### src/rtl/regfile_wr_seq_if.sv
// Signal bundle between the write sequencer and its neighbours: request
// handshake, register-file write port, hazard lookup and status.
interface regfile_wr_seq_if;
  logic        req_valid;
  logic        req_ready;
  logic [3:0]  req_addr;
  logic [15:0] req_data;
  logic [3:0]  wr_addr;
  logic [15:0] wr_data;
  logic        wr_en;
  logic [3:0]  chk_addr;
  logic        chk_hit;
  logic [15:0] chk_data;
  logic        busy;

  modport slave (
    input  req_valid, req_addr, req_data, chk_addr,
    output req_ready, wr_addr, wr_data, wr_en, chk_hit, chk_data, busy
  );

  modport master (
    output req_valid, req_addr, req_data, chk_addr,
    input  req_ready, wr_addr, wr_data, wr_en, chk_hit, chk_data, busy
  );
endinterface

### src/rtl/regfile_wr_seq.sv
// Queues register-file write requests and replays each one as a
// setup / strobe / hold sequence, with a combinational hazard lookup.
module regfile_wr_seq #(
  parameter int DEPTH      = 4,
  parameter int SETUP_CYC  = 1,
  parameter int STROBE_CYC = 1,
  parameter int HOLD_CYC   = 1
) (
  input  logic            clk,
  input  logic            rst_n,
  regfile_wr_seq_if.slave bus
);

  localparam int PTR_W   = $clog2(DEPTH);
  localparam int CNT_MAX = (SETUP_CYC > STROBE_CYC)
                         ? ((SETUP_CYC > HOLD_CYC) ? SETUP_CYC : HOLD_CYC)
                         : ((STROBE_CYC > HOLD_CYC) ? STROBE_CYC : HOLD_CYC);
  localparam int CNT_W   = (CNT_MAX > 1) ? $clog2(CNT_MAX) : 1;

  typedef enum logic [1:0] {
    ST_IDLE,
    ST_SETUP,
    ST_STROBE,
    ST_HOLD
  } state_e;

  state_e             state_q, state_d;
  logic [CNT_W-1:0]   cnt_q, cnt_d;
  logic [PTR_W-1:0]   rd_ptr_q, rd_ptr_d;
  logic [PTR_W-1:0]   wr_ptr_q, wr_ptr_d;
  logic [PTR_W:0]     count_q, count_d;
  logic [3:0]         wr_addr_q, wr_addr_d;
  logic [15:0]        wr_data_q, wr_data_d;
  logic               wr_en_q, wr_en_d;

  logic [3:0]         fifo_addr_q [DEPTH];
  logic [15:0]        fifo_data_q [DEPTH];

  logic               req_ready;
  logic               push;
  logic               pop;
  logic               fifo_empty;
  logic               chk_hit;
  logic [15:0]        chk_data;
  logic [PTR_W-1:0]   slot;

  // No pop credit: a full FIFO refuses a request even on the edge it pops.
  assign req_ready  = rst_n && (count_q < (PTR_W+1)'(DEPTH));
  assign push       = bus.req_valid && req_ready;
  assign fifo_empty = (count_q == '0);

  always_comb begin
    state_d = state_q;
    cnt_d   = cnt_q;
    pop     = 1'b0;
    case (state_q)
      ST_IDLE: begin
        if (!fifo_empty) begin
          pop     = 1'b1;
          state_d = ST_SETUP;
          cnt_d   = CNT_W'(SETUP_CYC - 1);
        end
      end
      ST_SETUP: begin
        if (cnt_q == '0) begin
          state_d = ST_STROBE;
          cnt_d   = CNT_W'(STROBE_CYC - 1);
        end else begin
          cnt_d = cnt_q - CNT_W'(1);
        end
      end
      ST_STROBE: begin
        if (cnt_q == '0) begin
          state_d = ST_HOLD;
          cnt_d   = CNT_W'(HOLD_CYC - 1);
        end else begin
          cnt_d = cnt_q - CNT_W'(1);
        end
      end
      ST_HOLD: begin
        if (cnt_q != '0) begin
          cnt_d = cnt_q - CNT_W'(1);
        end else if (!fifo_empty) begin
          // Chain straight into the next write without an IDLE bubble.
          pop     = 1'b1;
          state_d = ST_SETUP;
          cnt_d   = CNT_W'(SETUP_CYC - 1);
        end else begin
          state_d = ST_IDLE;
          cnt_d   = '0;
        end
      end
      default: begin
        state_d = ST_IDLE;
        cnt_d   = '0;
      end
    endcase
  end

  always_comb begin
    wr_en_d   = (state_d == ST_STROBE);
    wr_addr_d = wr_addr_q;
    wr_data_d = wr_data_q;
    if (pop) begin
      wr_addr_d = fifo_addr_q[rd_ptr_q];
      wr_data_d = fifo_data_q[rd_ptr_q];
    end
  end

  always_comb begin
    rd_ptr_d = pop  ? rd_ptr_q + PTR_W'(1) : rd_ptr_q;
    wr_ptr_d = push ? wr_ptr_q + PTR_W'(1) : wr_ptr_q;
    case ({push, pop})
      2'b10:   count_d = count_q + (PTR_W+1)'(1);
      2'b01:   count_d = count_q - (PTR_W+1)'(1);
      default: count_d = count_q;
    endcase
  end

  always_ff @(posedge clk) begin
    if (!rst_n) begin
      state_q   <= ST_IDLE;
      cnt_q     <= '0;
      rd_ptr_q  <= '0;
      wr_ptr_q  <= '0;
      count_q   <= '0;
      wr_addr_q <= '0;
      wr_data_q <= '0;
      wr_en_q   <= 1'b0;
    end else begin
      state_q   <= state_d;
      cnt_q     <= cnt_d;
      rd_ptr_q  <= rd_ptr_d;
      wr_ptr_q  <= wr_ptr_d;
      count_q   <= count_d;
      wr_addr_q <= wr_addr_d;
      wr_data_q <= wr_data_d;
      wr_en_q   <= wr_en_d;
    end
  end

  always_ff @(posedge clk) begin
    if (push) begin
      fifo_addr_q[wr_ptr_q] <= bus.req_addr;
      fifo_data_q[wr_ptr_q] <= bus.req_data;
    end
  end

  // Scan oldest to youngest so the youngest match wins; in-flight is lowest priority.
  always_comb begin
    chk_hit  = 1'b0;
    chk_data = '0;
    slot     = '0;
    if ((state_q != ST_IDLE) && (wr_addr_q == bus.chk_addr)) begin
      chk_hit  = 1'b1;
      chk_data = wr_data_q;
    end
    for (int i = 0; i < DEPTH; i++) begin
      slot = rd_ptr_q + PTR_W'(i);
      if (((PTR_W+1)'(i) < count_q) && (fifo_addr_q[slot] == bus.chk_addr)) begin
        chk_hit  = 1'b1;
        chk_data = fifo_data_q[slot];
      end
    end
  end

  assign bus.req_ready = req_ready;
  assign bus.wr_addr   = wr_addr_q;
  assign bus.wr_data   = wr_data_q;
  assign bus.wr_en     = wr_en_q;
  assign bus.chk_hit   = chk_hit;
  assign bus.chk_data  = chk_data;
  assign bus.busy      = !fifo_empty || (state_q != ST_IDLE);

endmodule

### src/flat_wrapper.sv
// flat-port wrapper written by rule: the top's interface ports become plain ports
module regfile_wr_seq_flat 
#(
  parameter int DEPTH      = 4,
  parameter int SETUP_CYC  = 1,
  parameter int STROBE_CYC = 1,
  parameter int HOLD_CYC   = 1
)
  (clk, rst_n, bus_req_valid, bus_req_addr, bus_req_data, bus_chk_addr, bus_req_ready, bus_wr_addr, bus_wr_data, bus_wr_en, bus_chk_hit, bus_chk_data, bus_busy);
  regfile_wr_seq_if bus_i ();
  input  logic clk;
  input  logic rst_n;
  input wire logic [$bits(bus_i.req_valid)-1:0] bus_req_valid;
  input wire logic [$bits(bus_i.req_addr)-1:0] bus_req_addr;
  input wire logic [$bits(bus_i.req_data)-1:0] bus_req_data;
  input wire logic [$bits(bus_i.chk_addr)-1:0] bus_chk_addr;
  output wire logic [$bits(bus_i.req_ready)-1:0] bus_req_ready;
  output wire logic [$bits(bus_i.wr_addr)-1:0] bus_wr_addr;
  output wire logic [$bits(bus_i.wr_data)-1:0] bus_wr_data;
  output wire logic [$bits(bus_i.wr_en)-1:0] bus_wr_en;
  output wire logic [$bits(bus_i.chk_hit)-1:0] bus_chk_hit;
  output wire logic [$bits(bus_i.chk_data)-1:0] bus_chk_data;
  output wire logic [$bits(bus_i.busy)-1:0] bus_busy;
  assign bus_i.req_valid = bus_req_valid;
  assign bus_i.req_addr = bus_req_addr;
  assign bus_i.req_data = bus_req_data;
  assign bus_i.chk_addr = bus_chk_addr;
  assign bus_req_ready = bus_i.req_ready;
  assign bus_wr_addr = bus_i.wr_addr;
  assign bus_wr_data = bus_i.wr_data;
  assign bus_wr_en = bus_i.wr_en;
  assign bus_chk_hit = bus_i.chk_hit;
  assign bus_chk_data = bus_i.chk_data;
  assign bus_busy = bus_i.busy;
  regfile_wr_seq #(.DEPTH(DEPTH), .SETUP_CYC(SETUP_CYC), .STROBE_CYC(STROBE_CYC), .HOLD_CYC(HOLD_CYC)) u_core (.clk(clk), .rst_n(rst_n), .bus(bus_i));
endmodule
### config.mk
export PLATFORM = sky130hd
export DESIGN_NAME = regfile_wr_seq_flat
export DESIGN_NICKNAME = d
export VERILOG_FILES = /design/src/rtl/regfile_wr_seq_if.sv /design/src/rtl/regfile_wr_seq.sv /design/src/flat_wrapper.sv
export SDC_FILE = /design/constraint.sdc
export NUM_CORES = 1
export LEC_CHECK = 0
export BUFFER_PORTS_ARGS = -buffer_cell sky130_fd_sc_hd__clkbuf_2
export CAP_MARGIN = 15
export CORE_ASPECT_RATIO = 0.8
export CORE_MARGIN = 3
export CORE_UTILIZATION = 60
export CTS_CLUSTER_SIZE = 30
export DETAILED_ROUTE_END_ITERATION = 10
export GPL_TIMING_DRIVEN = 1
export PLACE_DENSITY = 0.81
export SYNTH_ARGS = -nofsm -noshare
export SYNTH_HDL_FRONTEND = slang
export SYNTH_SLANG_ARGS = --single-unit
### constraint.sdc
create_clock -name clk -period 3.1 [get_ports clk]
set_input_delay 0 -clock clk [delete_from_list [all_inputs] [get_ports clk]]
set_output_delay 0 -clock clk [all_outputs]
set_load 0.01 [all_outputs]
==> results of run 1 <==
## tightest hold or removal path, delay by kind of cell
family / cells / cell delay, ns
AND/OR/NAND/NOR: 1 / 0.20
buffers and inverters: 1 / 0.12
AO/OA/AOI/OAI: 1 / 0.12
## report_power, final
part / internal, uW / leakage, uW / switching [uW] / total, uW
logic: 791 / 0.00145 / 997 / 1790
clock network: 647 / 0.000153 / 548 / 1200
registers: 1800 / 0.000989 / 205 / 2000
total: 3230 / 0.00259 / 1750 / 4980
## synth_stat cells (all sizes together) (5+ instances only)
master,instances,area (sq um)
clkbuf,17,63.8
nor2,18,67.6
ha,13,163
o31ai,16,165
and2,11,68.8
xnor2,19,166
edfxtp,80,2400
a221oi,16,203
xor2,5,43.8
mux2i,66,661
buf,24,195
mux4,48,1110
a21boi,21,158
nand2,51,191
dfxtp,32,641
a22oi,16,120
inv,8,30.0
## sequential cells by signal, indices dropped and copies added, names as in the netlist, 2 cells and up, named ones only
| register | count |
|---|---|
| u_core.count_q | 3 |
| u_core.wr_ptr_q | 2 |
| u_core.fifo_data_q | 64 |
| u_core.rd_ptr_q | 2 |
| u_core.bus.wr_data | 16 |
| u_core.state_q | 2 |
| u_core.fifo_addr_q | 16 |
| u_core.bus.wr_addr | 4 |
## area by class of cell
| cell class | instances | area [sq um] |
|---|---|---|
| timing repair buffer | 109 | 718 |
| clock inverter | 6 | 88.8 |
| clock buffer | 10 | 229 |
| inverter | 8 | 30.0 |
| fill | 689 | 2890 |
| tap | 140 | 175 |
| multi-input combinational | 328 | 3350 |
| sequential | 112 | 3050 |
## cell families after synthesis
| family | count (synthesis) | synth area share, % |
|---|---|---|
| adders and majority gates | 13 | 2.44 |
| xor gates and xnor gates | 24 | 3.16 |
| and+or+nand+nor | 99 | 7.31 |
| muxes | 114 | 26.6 |
| DFF | 112 | 45.7 |
| buffers and inverters | 49 | 4.34 |
| AOI/OAI and AO/OA | 78 | 10.5 |
## worst min path at each step
stage | start | slack, ns | cells after the start | to
detailed placement | bus_req_data[15] | 0.22 | 1 | u_core.fifo_data_q[1][15]
global placement | bus_req_data[12] | 0.21 | 1 | u_core.fifo_data_q[3][12]
floorplan | bus_req_addr[0] | 0.1 | 0 | u_core.fifo_addr_q[0][0]
global route | bus_req_valid | 0.18 | 3 | u_core.wr_ptr_q[1]
finish | bus_req_valid | 0.15 | 3 | u_core.wr_ptr_q[1]
CTS | bus_req_valid | 0.15 | 3 | u_core.wr_ptr_q[1]
## metal layers
metal,global-route usage [%],vias up,wire [um]
met5,0,-,0
met4,7.57,0,302
met3,6.48,28,1640
met2,42.3,250,7730
met1,37.6,2249,6240
li1,-,2065,-
## per-stage QoR
| stage | hold slack (ns) | cells |
|---|---|---|
| finish | 0.147 | 713 |
| global route | 0.183 | 713 |
| CTS | 0.149 | 707 |
| detailed placement | 0.221 | 671 |
| global placement | 0.210 | 671 |
| floorplan | 0.0989 | 489 |
## repair_timing
item / CTS / global route
setup endpoints to repair: 16 / 16
gates resized for setup: 6 / 6
endpoints found under the hold margin: 80 / 0
hold buffers: 20 / 0
setup buffers: 0 / 6
pin swaps: 1 / 4
==> qor.csv, run 1 <==
metric,value,unit
pin_count,67,
clock_latency,0.36,ns
postSynthAreaPerCell,13.6,sq um
fin_tns_setup,0,ns
endpoint,bus_chk_data[9],
fin_ws,0.0688,ns
vias,4592,
regToRegEndpoint,u_core.count_q[2],
gp_congestion,0.859,
grt_pass1_wl,25100,um
drt_iter0_drc,453,
synthArstFlopShare,0,%
cp.required,3.10,ns
crit_start,u_core.rd_ptr_q[0],
ys_seq_elements,112,
fmaxAchievable,0.330,GHz
rrSetupSlack,0.81,ns
p_total,4980,uW
grt_overflow,0,
drv_cap,0,
layout.nets,608,
drc,0,
grt_max_degree,48,
track_usage,26.8,%
core,10500,sq um
power.density,652,nW/um^2
root_buffer,clkbuf_16,
drt.antenna.violating_nets,0,
antenna_found_initial,0,
path_class,reg -> out,
tightest_slew,0.823,ns
ys.flop_type,edfxtp_1,
r2r_start,u_core.count_q[0],
path_max_fanout,16,
post-place-ws,0.226,ns
r2r_cells,8,
crit_path_start_kind,flop,
hp-class,in -> reg,
dieArea,12400,sq um
synth_area,6660,sq um
fin_util,72.6,%
crit_family,compound AO/OA/AOI/OAI gates,
path_buf_inv,2,
wire_per_inst,22.3,um
final_common_cell,edfxtp_1,
status,"finished, final reports clean",
diodes,0,
yosysWarnings,0,
h-tree-depth,3,
drive_above_1_share,30.2,%
crit_arrival,3.03,ns
ys_seq_area_share,45.7,%
final_area,7640,sq um
syn_nets,529,
area_delta_synth_final,14.7,%
fp.dieH,100,um
critPathMaxStageDelay,0.56,ns
rsz0062_at_grt,no,
firstDrtPassIters,6,
setup_violations,0,
synth_edf_count,80,
relSlewSlack,45.2,%
placed_area,7040,sq um
cts_tree,yes,
cts_made_buffers,9,
grt_pass1_vias,4547,
cts.path.max_buffers,2,
routed_wl,15900,um
worstPathCellList,mux4_2 -> xnor2_1 -> o21ai_1 -> nor3_4 -> buf_6 -> a221oi_1 -> o31ai_1 -> clkbuf_2,
num_rows,33,
syn_inst,489,
end_kind,output port,
die_x,124,um
hold_viol,0,
clkSinkCount,112,
yosysUniqueCellTypes,40,
fin_crit_sh,97.8,%
slew_violations,0,
start_util,63.3,%
peakVddDrop,0.000304,V
finalClockSkew,0.0123,ns
port_buffers,66,
post-route-min-period,3.03,ns
vias_per_cell,6.44,
layout_common_cells,"edfxtp_1, mux2i_1, clkbuf_2, nand2_1, mux4_2",
path_clk_slew,0.07,ns
dp_hpwl,9830,um
leakagePower,0.00259,uW
path_depth,8,
worst_path_max_delay_cell,mux4_2,
No activity file was read; power rests on OpenSTA's default activity.
==> inputs of run 2 (changes only) <==
CORE_MARGIN = 2   (was 3)
==> run 2 against run 1 <==
  * Worst hold slack lost 0.022 ns
  * Critical path depth is the same
  * Core utilization shrank 2.2 points
  * Routed wire length shrank 2.3%
  * Die area shrank 3.6%
  * Sequential share of layout area is essentially flat
  * Via count grew 1.3%
  * Maximum frequency grew 0.96%
  * Sequential power is essentially flat
  * Global-route usage grew 0.68 points
  * Worst setup slack gained 0.029 ns
  * Combinational power is essentially flat
  * Critical endpoint is now bus_chk_data[4]
  * Largest cell class unchanged
==> qor.csv, run 2 (same netlist as run 1, synthesis figures left out) <==
metric,value,unit
slew_violations,0,
peakVddDrop,0.000300,V
fmaxAchievable,0.333,GHz
area_delta_synth_final,14.7,%
finalClockSkew,0.00716,ns
routed_wl,15600,um
grt_pass1_vias,4605,
track_usage,27.5,%
use_met3,5.84,%
drv_cap,0,
hp-class,in -> reg,
clkSinkCount,112,
drt.antenna.violating_nets,0,
drc,0,
path_clk_slew,0.07,ns
leakagePower,0.00259,uW
dp_hpwl,9880,um
port_buffers,66,
fin_crit_sh,96.8,%
use_met1,37.2,%
end_kind,output port,
vias,4652,
hp-start,bus_req_valid,
power.density,645,nW/um^2
h-tree-depth,3,
cts_made_buffers,9,
cts_tree,yes,
status,"finished, final reports clean",
drt_iter0_drc,393,
antenna_found_initial,0,
hold_viol,0,
crit_arrival,3.00,ns
final_common_cell,edfxtp_1,
setup_violations,0,
post-route-min-period,3.00,ns
core,10800,sq um
holdWs,0.125,ns
crit_path_start_kind,flop,
fill_cells,744,
relSlewSlack,52.9,%
dieArea,12000,sq um
start_util,61.4,%
cts.path.max_buffers,2,
wire_per_inst,21.7,um
layout_common_cells,"edfxtp_1, mux2i_1, clkbuf_2, nand2_1, mux4_2",
gr-usage-met2,44.8,%
path_max_fanout,17,
grt_max_degree,42,
layout.nets,609,
fin_tns_setup,0,ns
root_buffer,clkbuf_16,
fp.dieH,98.2,um
regMostFlops,u_core.fifo_data_q,
grt_pass1_wl,24700,um
r2r_start,u_core.count_q[0],
drive_above_1_share,30.0,%
vias_per_cell,6.48,
clock_latency,0.35,ns
gp_congestion,0.835,
firstDrtPassIters,5,
tightest_slew,0.706,ns
path_class,reg -> out,
cp.required,3.10,ns
pin_count,67,
die_x,122,um
grt_overflow,0,
diodes,0,
num_rows,34,
largest_reg_flops,64,
grt.busiest_layer,met2,
==> run 2: changes by cell type in the layout (fill, tap and decap cells not counted), sizes merged <==
cell,before,now
buf,23,24
clkinv,4,3
inv,9,10
==> run 2: path summary, 6_finish.rpt <==
kind | to | slack (ns) | depth (start not counted)
setup / recovery | bus_chk_data[4] | 0.1 | 8
hold / removal | u_core.wr_ptr_q[1] | 0.13 | 3
setup reg to reg | u_core.count_q[2] | 0.77 | 8
hold reg to reg | u_core.bus.wr_addr[1] | 0.50 | 2
==> run 2: layout make-up <==
cell class	count	area, sq um	area share [%]
multi-input combinational	328	3340	43.8
tap	144	180	2.36
clock buffer	10	229	3.00
clock inverter	6	66.3	0.868
inverter	8	30.0	0.393
timing repair buffer	110	738	9.67
sequential	112	3050	40.0
==> run 2: power by group <==
group	internal [uW]	total, uW	switching, uW
combinational	793	1780	986
sequential	1800	2000	202
clock	631	1150	517
total	3220	4930	1710
==> run 2: per-layer routing <==
metal | part of all wire, % | up-vias
met1 | 41 | 2351
met4 | 1.9 | 0
li1 | - | 2058
met3 | 7.8 | 30
met2 | 50 | 213
met5 | 0 | -
==> run 2: what timing repair did <==
item                                    in CTS  in global routing
hold endpoints to repair                    80                  0
setup buffers                                2                  4
endpoints found under the setup margin      16                 16
gates cloned                                 0                  0
hold buffers                                20                  0
gates resized for setup                      6                  3
pin swaps                                    1                  4
==> run 2: stage by stage <==
| stage | std cells | cell area (sq um) | power (uW) | setup slack, ns | utilization [%] |
|---|---|---|---|---|---|
| after floorplan | 489 | 6660 | 3250 | 0.565 | - |
| after global placement | 676 | 7050 | 3680 | 0.138 | 65.0 |
| after detailed placement | 676 | 7050 | 3750 | 0.145 | 65.0 |
| after CTS | 714 | 7590 | 4920 | 0.0300 | 70.0 |
| after global routing | 718 | 7640 | 5200 | -0.00378 | 70.4 |
| final | 718 | 7640 | 4930 | 0.0977 | 70.4 |
==> run 2: critical path, stage by stage (launching register included) <==
cell      delay (ns)
dfxtp_2         0.42
mux4_1          0.63
xor2_1          0.20
nor4_4          0.32
and2_1          0.20
buf_8           0.21
a221oi_1        0.12
o31ai_1         0.34
clkbuf_2        0.20
==> inputs of run 3 (changes only) <==
CELL_PAD_IN_SITES_DETAIL_PLACEMENT = 1   (was unset)
CELL_PAD_IN_SITES_GLOBAL_PLACEMENT = 1   (was unset)
CORE_UTILIZATION = 49   (was 60)
PLACE_DENSITY = unset   (was 0.81)
PLACE_DENSITY_LB_ADDON = 0.1   (was unset)
==> run 3 against run 2 <==
  * Global-route usage fell by 3.1 points
  * Core utilization fell by 13 points
  * Combinational power barely moved
  * Via count shrank 3.8%
  * Register-to-register slack lost 0.08 ns
==> qor.csv, run 3 (same netlist as run 1, synthesis figures left out) <==
metric,value,unit
antenna_found_initial,0,
fp.dieH,108,um
cts_made_buffers,9,
post-place-ws,0.368,ns
core,13400,sq um
rrSetupSlack,0.69,ns
crit_path_start_kind,flop,
cts_setup_buffers,0,
layout.nets,606,
cts.path.max_buffers,2,
gp_congestion,0.780,
fin_ws,0.152,ns
grt_overflow,0,
diodes,0,
layout_common_cells,"edfxtp_1, mux2i_1, clkbuf_2, nand2_1, mux4_2",
status,"finished, final reports clean",
final_common_cell,edfxtp_1,
crit_arrival,2.95,ns
hp-class,in -> reg,
r2r_cells,8,
clkSinkCount,112,
grt_pass1_vias,4746,
regMostFlops,u_core.fifo_data_q,
hold_viol,0,
finalClockSkew,0.0135,ns
power.density,652,nW/um^2
whs_path_depth,3,
critPathMaxStageDelay,0.63,ns
path_class,reg -> out,
h-tree-depth,3,
rsz0062_at_grt,no,
cp.required,3.10,ns
fin_tns_setup,0,ns
path_max_fanout,17,
num_rows,38,
path_clk_slew,0.07,ns
port_buffers,66,
worstPathCellList,mux4_1 -> xor2_1 -> nor4_4 -> and2_1 -> buf_6 -> a221oi_2 -> o31ai_2 -> clkbuf_2,
r2r_start,u_core.count_q[0],
dieArea,14500,sq um
fmaxAchievable,0.339,GHz
vias,4473,
cts_tree,yes,
grt_max_degree,36,
hp-start,bus_req_valid,
root_buffer,clkbuf_16,
grt_pass1_wl,26600,um
fin_crit_sh,95.1,%
post-route-min-period,2.95,ns
holdPathEnd,u_core.wr_ptr_q[1],
pin_count,67,
largest_reg_flops,64,
vias_per_cell,5.96,
firstDrtPassIters,4,
tightest_slew,0.618,ns
drive_above_1_share,29.6,%
routed_wl,16800,um
wire_per_inst,22.3,um
dp_hpwl,10900,um
leakagePower,0.00257,uW
worst_path_max_delay_cell,mux4_1,
drc,0,
drt.antenna.violating_nets,0,
regToRegEndpoint,u_core.count_q[2],
area_delta_synth_final,14.6,%
setup_violations,0,
end_kind,output port,
relSlewSlack,58.5,%
track_usage,24.4,%
clock_latency,0.37,ns
die_x,134,um
slew_violations,0,
drv_cap,0,
drt_iter0_drc,313,
peakVddDrop,0.000354,V
start_util,49.7,%
-- run 3: through the flow --
step / power, uW / hold WS (ns) / instance area, sq um / cells / util (%)
floorplan: 3250 / 0.0989 / 6660 / 489 / -
global placement: 3740 / 0.210 / 7120 / 715 / 53.1
detailed placement: 3800 / 0.222 / 7120 / 715 / 53.1
CTS: 5020 / 0.0939 / 7620 / 751 / 56.9
global route: 5260 / 0.134 / 7630 / 751 / 56.9
finish: 4980 / 0.0871 / 7630 / 751 / 56.9
-- run 3: report_power, final --
group          total, uW  internal (uW)  switching, uW  leakage [uW]
Sequential          2010           1800            216      0.000989
Combinational       1780            783            993       0.00143
Clock               1190            628            560      0.000152
Total               4980           3210           1770       0.00257
-- run 3: critical path: cells and delay by family (launching register included) --
kind            cells  cell delay (ns)
mux                 1             0.63
compound gates      2             0.40
simple gates        2             0.49
buf+inv             2             0.44
flops               1             0.43
xor+xnor            1             0.19
-- run 3: worst max-delay path by stage --
stage	startpoint	endpoint	slack, ns	depth (start not counted)
finish	flop	bus_chk_data[6]	0.15	8
global route	u_core.rd_ptr_q[1]	bus_chk_data[6]	0.009	9
CTS	u_core.rd_ptr_q[1]	bus_chk_data[6]	0.07	9
detailed placement	flop	bus_chk_data[6]	0.37	8
global placement	flop	bus_chk_data[9]	0.42	8
floorplan	u_core.count_q[0]	u_core.count_q[2]	0.57	10
-- run 3: repair_timing --
item / in CTS / in global routing
endpoints found under the setup margin: 7 / 16
endpoints found under the hold margin: 80 / 0
hold buffers: 20 / 0
resized for setup: 1 / 3
gates cloned: 0 / 0
-- run 3: cell type report --
class	instances	area, sq um
timing repair buffer	107	696
clock inverter	4	33.8
clock buffer	12	268
tap	180	225
multi-input combinational	328	3330
fill	1346	5780
sequential	112	3050
inverter	8	30.0
-- run 3: per-layer routing --
layer	track usage, %	vias to the layer above	part of all wire (%)
met5	0	-	0
met4	6.17	0	1.1
met3	5.49	15	6.1
met2	41.1	111	50
met1	32.5	2291	43
li1	-	2056	-
